<file path="src/rtl/reg_scoreboard_pkg.sv">
// Shared state encoding and sizing helpers for the register hazard scoreboard.
package reg_scoreboard_pkg;

  typedef logic [2:0] reg_state_t;

  localparam reg_state_t CLEAN   = 3'b001;
  localparam reg_state_t DIRTY   = 3'b010;
  localparam reg_state_t PENDING = 3'b100;

  // Address width for a register file of n entries.
  function automatic int unsigned calc_aw(input int unsigned n);
    int unsigned w;
    w = 0;
    for (int unsigned i = 0; i < 32; i++) begin
      if ((32'd1 << i) < n) w = i + 1;
    end
    return w;
  endfunction

endpackage

</file>
<file path="src/rtl/reg_state_cell.sv">
// One register's hazard state (Clean/Dirty/PendingWrite) and its multicycle ownership tag.
module reg_state_cell
  import reg_scoreboard_pkg::*;
#(
  parameter int unsigned TAGWIDTH        = 3,
  parameter bit          HARDWIRED_CLEAN = 1'b0
) (
  input  logic                clk,
  input  logic                clk_en,
  input  logic                sync_rst,
  input  logic                issue,
  input  logic [TAGWIDTH-1:0] issue_tag,
  input  logic                wb_hit,
  input  logic                flush,
  output reg_state_t          state_o,
  output logic [TAGWIDTH-1:0] tag_o
);

  reg_state_t          state_q, state_d;
  logic [TAGWIDTH-1:0] tag_q, tag_d;

  // Flush overrides everything but keeps the tag so late writebacks read as stale.
  always_comb begin
    state_d = state_q;
    tag_d   = tag_q;
    case (state_q)
      CLEAN: begin
        if (issue) begin
          state_d = DIRTY;
          tag_d   = issue_tag;
        end
      end
      DIRTY:   if (wb_hit) state_d = PENDING;
      PENDING: state_d = CLEAN;
      default: state_d = CLEAN;
    endcase
    if (flush) state_d = CLEAN;
    if (HARDWIRED_CLEAN) begin
      state_d = CLEAN;
      tag_d   = '0;
    end
  end

  always_ff @(posedge clk) begin
    if (sync_rst) begin
      state_q <= CLEAN;
      tag_q   <= '0;
    end else if (clk_en) begin
      state_q <= state_d;
      tag_q   <= tag_d;
    end
  end

  assign state_o = state_q;
  assign tag_o   = tag_q;

endmodule

</file>
<file path="src/rtl/reg_scoreboard.sv">
// Register-file hazard scoreboard: issue stall, multicycle ownership tags and tagged writeback retirement.
module reg_scoreboard
  import reg_scoreboard_pkg::*;
#(
  parameter int unsigned REGCOUNT              = 16,
  parameter int unsigned TAGWIDTH              = 3,
  parameter int unsigned WBPORTS               = 2,
  parameter bit          ZEROREGISTEREXCEPTION = 1'b1,
  localparam int unsigned AW                   = calc_aw(REGCOUNT)
) (
  input  logic                              clk,
  input  logic                              clk_en,
  input  logic                              sync_rst,
  input  logic                              InstructionValid,
  input  logic [AW-1:0]                     SrcA,
  input  logic [AW-1:0]                     SrcB,
  input  logic                              SrcAUsed,
  input  logic                              SrcBUsed,
  input  logic [AW-1:0]                     Dest,
  input  logic                              DestWrite,
  input  logic                              DestMulticycle,
  input  logic [TAGWIDTH-1:0]               IssueTag,
  input  logic                              Flush,
  input  logic [WBPORTS-1:0]                WBValid,
  input  logic [WBPORTS-1:0][AW-1:0]        WBDest,
  input  logic [WBPORTS-1:0][TAGWIDTH-1:0]  WBTag,
  output logic                              Stall,
  output logic                              Accept,
  output logic [REGCOUNT-1:0]               DirtyMask,
  output logic [REGCOUNT-1:0]               PendingMask,
  output logic [WBPORTS-1:0]                StaleWB
);

  reg_state_t          state [REGCOUNT];
  logic [TAGWIDTH-1:0] tag   [REGCOUNT];
  logic [REGCOUNT-1:0] busy;
  logic [REGCOUNT-1:0] issue_hit;
  logic [REGCOUNT-1:0] wb_hit;
  logic [WBPORTS-1:0]  shadowed;
  logic [WBPORTS-1:0]  wb_match;

  always_comb begin
    busy        = '0;
    DirtyMask   = '0;
    PendingMask = '0;
    for (int unsigned r = 0; r < REGCOUNT; r++) begin
      busy[r]        = (state[r] != CLEAN);
      DirtyMask[r]   = (state[r] == DIRTY);
      PendingMask[r] = (state[r] == PENDING);
    end
    if (ZEROREGISTEREXCEPTION) busy[0] = 1'b0;
  end

  assign Stall  = InstructionValid & ((SrcAUsed & busy[SrcA]) |
                                      (SrcBUsed & busy[SrcB]) |
                                      (DestWrite & busy[Dest]));
  assign Accept = InstructionValid & ~Stall & ~Flush & clk_en;

  always_comb begin
    issue_hit = '0;
    for (int unsigned r = 0; r < REGCOUNT; r++) begin
      issue_hit[r] = Accept & DestWrite & DestMulticycle & (Dest == AW'(r));
    end
  end

  // Lowest-index port owns a register when several ports name it in one cycle.
  always_comb begin
    shadowed = '0;
    wb_match = '0;
    wb_hit   = '0;
    StaleWB  = '0;
    for (int unsigned p = 0; p < WBPORTS; p++) begin
      for (int unsigned q = 0; q < p; q++) begin
        if (WBValid[q] && (WBDest[q] == WBDest[p])) shadowed[p] = 1'b1;
      end
      wb_match[p] = WBValid[p] & ~shadowed[p] &
                    (state[WBDest[p]] == DIRTY) & (WBTag[p] == tag[WBDest[p]]);
      StaleWB[p]  = clk_en & WBValid[p] & ~wb_match[p] &
                    ~(ZEROREGISTEREXCEPTION && (WBDest[p] == '0));
      for (int unsigned r = 0; r < REGCOUNT; r++) begin
        if (wb_match[p] && (WBDest[p] == AW'(r))) wb_hit[r] = 1'b1;
      end
    end
  end

  for (genvar r = 0; r < REGCOUNT; r++) begin : g_cell
    reg_state_cell #(
      .TAGWIDTH        (TAGWIDTH),
      .HARDWIRED_CLEAN (ZEROREGISTEREXCEPTION && (r == 0))
    ) u_cell (
      .clk       (clk),
      .clk_en    (clk_en),
      .sync_rst  (sync_rst),
      .issue     (issue_hit[r]),
      .issue_tag (IssueTag),
      .wb_hit    (wb_hit[r]),
      .flush     (Flush),
      .state_o   (state[r]),
      .tag_o     (tag[r])
    );
  end

endmodule

</file>
<file path="config.mk">
export PLATFORM = sky130hd
export DESIGN_NAME = reg_scoreboard
export DESIGN_NICKNAME = d
export VERILOG_FILES = /design/src/rtl/reg_scoreboard_pkg.sv /design/src/rtl/reg_state_cell.sv /design/src/rtl/reg_scoreboard.sv
export SDC_FILE = /design/constraint.sdc
export NUM_CORES = 1
export LEC_CHECK = 0
export CORE_UTILIZATION = 50
export CTS_CLUSTER_SIZE = 20
export DETAILED_ROUTE_END_ITERATION = 6
export GPL_ROUTABILITY_DRIVEN = 0
export PLACE_DENSITY = 0.73
export SLEW_MARGIN = 40
export SYNTH_ARGS = -nofsm -noshare
export SYNTH_HDL_FRONTEND = slang
export SYNTH_SLANG_ARGS = --single-unit
export TNS_END_PERCENT = 1
</file>
<file path="constraint.sdc">
create_clock -name clk -period 7.2 [get_ports clk]
set_input_delay 1.44 -clock clk [delete_from_list [all_inputs] [get_ports clk]]
set_output_delay 1.44 -clock clk [all_outputs]
set_load 0.02 [all_outputs]
</file>
After elaboration in Yosys (flattened, before gate mapping)
Index checks and enable logic that the tools add are counted.
Widths: inputs -> output; s select.
{ "totals": {"reg_bits": 90, "input_bits": 40, "output_inout_bits": 36, "elab_cells": 393} }
{ "classes": {"n_lt_le_gt_ge": 5, "eq_ne": 140, "muxes": 109, "bitwise": 46, "reduce_logical": 63} }
{ "ops": {"columns": ["operator", "count"], "rows": [
  ["$mux 3", 53],
  ["$eq 4x4->1 const B", 24],
  ["$ne 3x2->1 const B", 30],
  ["$pmux 3 s2", 15],
  ["$reduce_and 3->1", 30],
  ["$eq 3x2->1 const B", 17],
  ["$bmux 3 s4", 4],
  ["$eq 4x3->1 const B", 12],
  ["$eq 3x1->1 const B", 15],
  ["$eq 3x3->1 const B", 15],
  ["$ne 3x1->1 const B", 15],
  ["$and 1x1->1", 35],
  ["$mux 1", 34],
  ["$logic_and 1x1->1", 31],
  ["$eq 4x2->1 const B", 6],
  ["$lt 4x5->1 const B", 3],
  ["$bmux 1 s4", 3],
  ["$eq 4x1->1 const B", 3],
  ["$ge 5x5->1 const B", 2],
  ["$not 4->5", 2],
  ["$logic_not 4->1", 2],
  ["$not 1->1", 7],
  ["$eq 3x3->1", 2],
  ["$eq 4x4->1", 1],
  ["$or 1x1->1", 2]
]} }

Depth between registers and ports, before layout
{ "logic_depth": {"word_depth": 17, "mapped_depth": 13} }

Hierarchy
Synthesis repeated with hierarchy kept, for this count alone.
{ "unflattened": {"cells_unflattened": 851, "hier_area_um2": 7679.9} }
{ "by_module_without_submodules": {"columns": ["mod", "n_inst", "cells_each", "area_each_um2"], "rows": [
  ["reg_state_cell at g_cell[10].u_cell ...", 15, 30, 304.0],
  ["reg_scoreboard", 1, 393, 3066.7],
  ["reg_state_cell at g_cell[0].u_cell", 1, 8, 52.6]
]} }

Worst setup path before layout
No wires, ideal clock.
{ "synth_timing": {"path_kind": "in2out", "from": "in WBDest[5] (netlist name)", "to": "out StaleWB[1]", "arrival_time_ps": 3709, "required_time_ps": 5760, "path_slack_ps": 2051, "cell_stages": 9, "n_path_buf": 2, "cell_sequence": "buf_4 > mux2_2 > a221oi_1 > o21a_1 > a2111oi_1 > o2111ai_2 > nor2_2 > buf_2 > a211oi_1"} }
{ "synth_via": {"elab_chain_len": 10} }
{ "synth_lines": {"columns": ["element", "line", "text"], "rows": [
  ["start, declared", "reg_scoreboard.sv:25", "input logic [WBPORTS-1:0][AW-1:0] WBDest,"],
  ["$not 4->5 (implied by the code) or $eq 4x4->1 (tied branches)", "reg_scoreboard.sv:77, reg_scoreboard.sv:74", null],
  ["$bmux 3 s4 or $logic_and 1x1->1 (tied branches)", "reg_scoreboard.sv:77, reg_scoreboard.sv:74", null],
  ["$mux 3 (implied by the code) or $mux 1 (tied branches)", "reg_scoreboard.sv:77, reg_scoreboard.sv:74", null],
  ["$mux 3 (implied by the code) or $not 1->1 (tied branches)", "reg_scoreboard.sv:77, reg_scoreboard.sv:76", null],
  ["$eq 3x2->1 or $and 1x1->1 (tied branches)", "reg_scoreboard.sv:77, reg_scoreboard.sv:76", null],
  ["$and 1x1->1", "reg_scoreboard.sv:76", "wb_match[p] = WBValid[p] & ~shadowed[p] &"],
  ["$and 1x1->1", "reg_scoreboard.sv:77", "(state[WBDest[p]] == DIRTY) & (WBTag[p] == tag[WBDest[p]]);"],
  ["$not 1->1", "reg_scoreboard.sv:78", "StaleWB[p] = clk_en & WBValid[p] & ~wb_match[p] &"],
  ["$and 1x1->1", "reg_scoreboard.sv:78", null],
  ["$and 1x1->1 *", "reg_scoreboard.sv:78", null],
  ["end, declared", "reg_scoreboard.sv:31", "output logic [WBPORTS-1:0] StaleWB"]
]} }
Mark *: on every way between the ends. The rest lies on a longest branch, timed or not. The select of a mux whose other input is x is not followed.

Worst setup path in the final report
{ "layout_timing": {"from": "in WBDest[0] (netlist name)", "to": "out StaleWB[0]"} }
{ "layout_via": {"elab_chain_len": 10} }
{ "layout_lines": {"columns": ["element", "line"], "rows": [
  ["$not 4->5 (implied by the code)", "reg_scoreboard.sv:77"],
  ["$bmux 3 s4", "reg_scoreboard.sv:77"],
  ["$mux 3 (implied by the code) (2 in series)", "reg_scoreboard.sv:77"],
  ["$eq 3x2->1", "reg_scoreboard.sv:77"],
  ["$and 1x1->1", "reg_scoreboard.sv:76"],
  ["$and 1x1->1", "reg_scoreboard.sv:77"],
  ["$not 1->1", "reg_scoreboard.sv:78"],
  ["$and 1x1->1", "reg_scoreboard.sv:78"],
  ["$and 1x1->1 *", "reg_scoreboard.sv:78"]
]} }
Marked as above.

==> flow_summary.yaml <==
critical_path:
  cp_top_family: "buffers and inverters"
  crit_end: "StaleWB[0]"
  path_common_cell: "clkdlybuf4s50_1"
  cp_slowest_cell: "clkdlybuf4s50_1"
  timing.rr.start: "g_cell[1].u_cell.state_o[0]"
  reg2reg_setup_slack_ns: 3.39
  cp-start-kind: "input port"
  path_cells: "clkdlybuf4s50_1 -> inv_1 -> o32a_1 -> nand3_1 -> nand4b_1 -> mux2_2 -> o2111a_1 -> clkdlybuf4s50_1"
  r2r_end: "g_cell[10].u_cell.state_o[0]"
  crit_fanout: 18
  startpoint: "WBDest[0]"
  crit_path_max_incr_delay_ns: 1.05
  required_ns: 5.76
  worstSetupPathType: "input port to output port"
  crit_path_end_kind: "output port"
  worstRegToRegCells: 9
  worstPathArrival_ns: 5.01
  worst-path-stages: 8
  cp.buffers_inverters: 3
timing:
  fmax_mhz: 155
  maxSlewViolCount: 0
  min_period_over_period_pct: 89.6
  finClkSkew_ns: 0.00785
  tns_ns: 0
  finalHoldViolCount: 0
  slew_headroom_pct: 38.7
  worst_pin_slew_ns: 0.918
  min_period_ns: 6.45
  rsz0062_at_grt: "no"
  final-setup-viol-count: 0
drt:
  ant_nets: 0
  drc: 5
  drtPass1Iterations: 7
  drt_iter0_drc: 868
  wl_per_cell_um: 22.7
  routed_wl_um: 23000
  vias_per_cell: 6.93
  vias: 7013
min_path:
  min_path_type: "register to register"
synthesis:
  synthCells: 793
  syn_area_per_cell_um2: 8.49
  synthTopCellsByArea: "dfxtp_1, mux2i_1, mux4_2"
  yosys_most_used_dff: "dfxtp_1"
  synth_top_family_by_area: "simple AND/OR/NAND/NOR gates"
  synth_edf_count: 0
  ys_ff_latch: 90
  async_reset_ff_share_pct: 0
  synth_simple_gate_area_share_pct: 27.4
  synth_compound_area_share_pct: 18.7
  yosys_warnings: 0
  synth_top_area_cell: "dfxtp_1"
  seq_area_frac_synth_pct: 26.8
  synth.distinct_cells: 75
  synthMuxAreaShare_pct: 19.8
  synth_top_area_share_pct: 26.8
  syn_area_um2: 6730
  synth_fa_ha_area_share_pct: 0
  synthXorXnorAreaFrac_pct: 1.17
cells_and_area:
  area_growth_pct: 16.8
  final_cells: 1012
  multi_input_area_um2: 4540
  nFillCells: 1166
  ff_latch_area_um2: 1800
  nets: 871
  final_layout_size_suffix_gt1_share_pct: 10.9
  layout_common_cells: "dfxtp_1, nor2_1, clkdlybuf4s50_1"
  num_antenna_cells: 0
  layout_commonest_cell: "dfxtp_1"
place:
  portBuffers: 73
  dp_cells: 996
  hpwl_um: 16900
global_route:
  grt_remaining_overflow: 0
  grt_pass1_vias: 6527
  grt_max_degree: 80
  antenna_found_initial: 0
  grt_usage_pct: 33.2
  grt_pass1_wl_um: 35700
floorplanning:
  start_util_pct: 51.1
  fp-row-count: 42
  die_y_um: 118
  io_pins: 76
  chipWidth_um: 118
  die_area_um2: 13900
  core_region_area_um2: 13200
cts:
  cts_buffer_depth: 2
  post_cts_buffers: 0
  cts_buffers: 9
  ctsHoldBuffers: 0
  clk_latency_ns: 0.36
  post_cts_resized: 0
  tritoncts: "done"
  ctsRootBufferMaster: "clkbuf_16"
  path_clk_slew_ns: 0.06
  cts.sinks: 90
  htreeDepth: 3
power_and_ir_drop:
  powerDensity_nw_per_um2: 163
  max-vdd-ir-drop_v: 0.000206
  p_leak_nw: 3.08
run:
  maxCapViolCount: 0
outcome:
  status: "finished with violations"
  violations: "DRC"
==> where the power goes <==
part	total [W]	switching, W	internal, W
sequential	0.000514	0.00000968	0.000504
combinational	0.000221	0.000137	0.0000847
clock	0.000546	0.000204	0.000342
==> worst min path at each step <==
stage,startpoint,end,slack [ns],cells past startpoint
after floorplan,g_cell[13].u_cell.state_o[2],g_cell[13].u_cell.state_o[2],0.46,2
after global placement,g_cell[13].u_cell.state_o[2],g_cell[13].u_cell.state_o[2],0.49,2
after detailed placement,g_cell[3].u_cell.tag_o[2],g_cell[3].u_cell.tag_o[2],0.51,2
after CTS,g_cell[3].u_cell.tag_o[2],g_cell[3].u_cell.tag_o[2],0.52,2
after global routing,g_cell[3].u_cell.tag_o[2],g_cell[3].u_cell.tag_o[2],0.55,2
final,g_cell[3].u_cell.tag_o[2],g_cell[3].u_cell.tag_o[2],0.52,2
==> flip-flops by register name, summed over array words and instances, names as in the netlist <==
signal / flops
g_cell.u_cell.state_o: 45
g_cell.u_cell.tag_o: 45
==> layout make-up <==
class / instances / share of cell area, %
repair buffers: 84 / 10.3
inverters: 40 / 1.91
clock buffers: 13 / 3.56
well taps: 176 / 2.80
clock inverters: 3 / 0.875
multi-input cells: 606 / 57.7
flip-flops and latches: 90 / 22.9
==> cells by family after synthesis <==
kind of cell,Yosys count
DFF,90
xor gates and xnor gates,9
other,1
and+or+nand+nor,322
muxes,102
AOI/OAI and AO/OA,171
buffers and inverters,98
==> per-layer routing <==
layer | share of wire [%] | GRT usage (%) | routed length, um | vias to the layer above
met5 | 0 | 0 | 0 | -
met4 | 5.6 | 19.2 | 1280 | 0
met3 | 11 | 8.24 | 2530 | 96
met2 | 45 | 51.7 | 10300 | 498
met1 | 39 | 41.7 | 8870 | 3339
li1 | - | - | - | 3080
==> through the flow <==
stage / utilization (%) / total power [W] / worst slack, ns / hold slack (ns) / instance area, um2
5_1_grt: 59.6 / 0.00132 / 0.661 / 0.548 / 7870
2_1_floorplan: - / 0.000669 / 2.05 / 0.462 / 6740
3_5_place_dp: 56.9 / 0.000738 / 0.829 / 0.513 / 7500
4_1_cts: 59.5 / 0.00128 / 0.823 / 0.524 / 7850
3_3_place_gp: 56.9 / 0.000732 / 0.904 / 0.491 / 7500
6_report: 59.6 / 0.00128 / 0.745 / 0.520 / 7870
==> synth_stat cells, drive strengths merged (7+ instances only) <==
cell type and instances:
buf 24, o21a 9, nor2 84, nor4b 9, o41ai 9, and3 11
mux2 11, and2 12, nor3b 27, nand2b 8, nor3 18, o21ai 26
o211ai 7, nor4 22, xnor2 7, or3b 9, clkbuf 34, a21oi 31
nand2 47, inv 39, nor2b 20, dfxtp 90, mux2i 67, nand4 12
mux4 24, a221oi 13, a31oi 7, nand3 22
==> worst reg2reg max path, stage by stage (launching register included) <==
cell and delay (ns):
dfxtp_1 0.44, nor3b_1 0.78, mux2i_1 0.17, a221oi_1 0.37, a2111oi_1 0.13, nor4_4 0.35
buf_4 0.32, nand3_1 0.44, a2bb2oi_1 0.45, o221ai_1 0.19
Note: power is estimated with default switching activity, not from simulation.
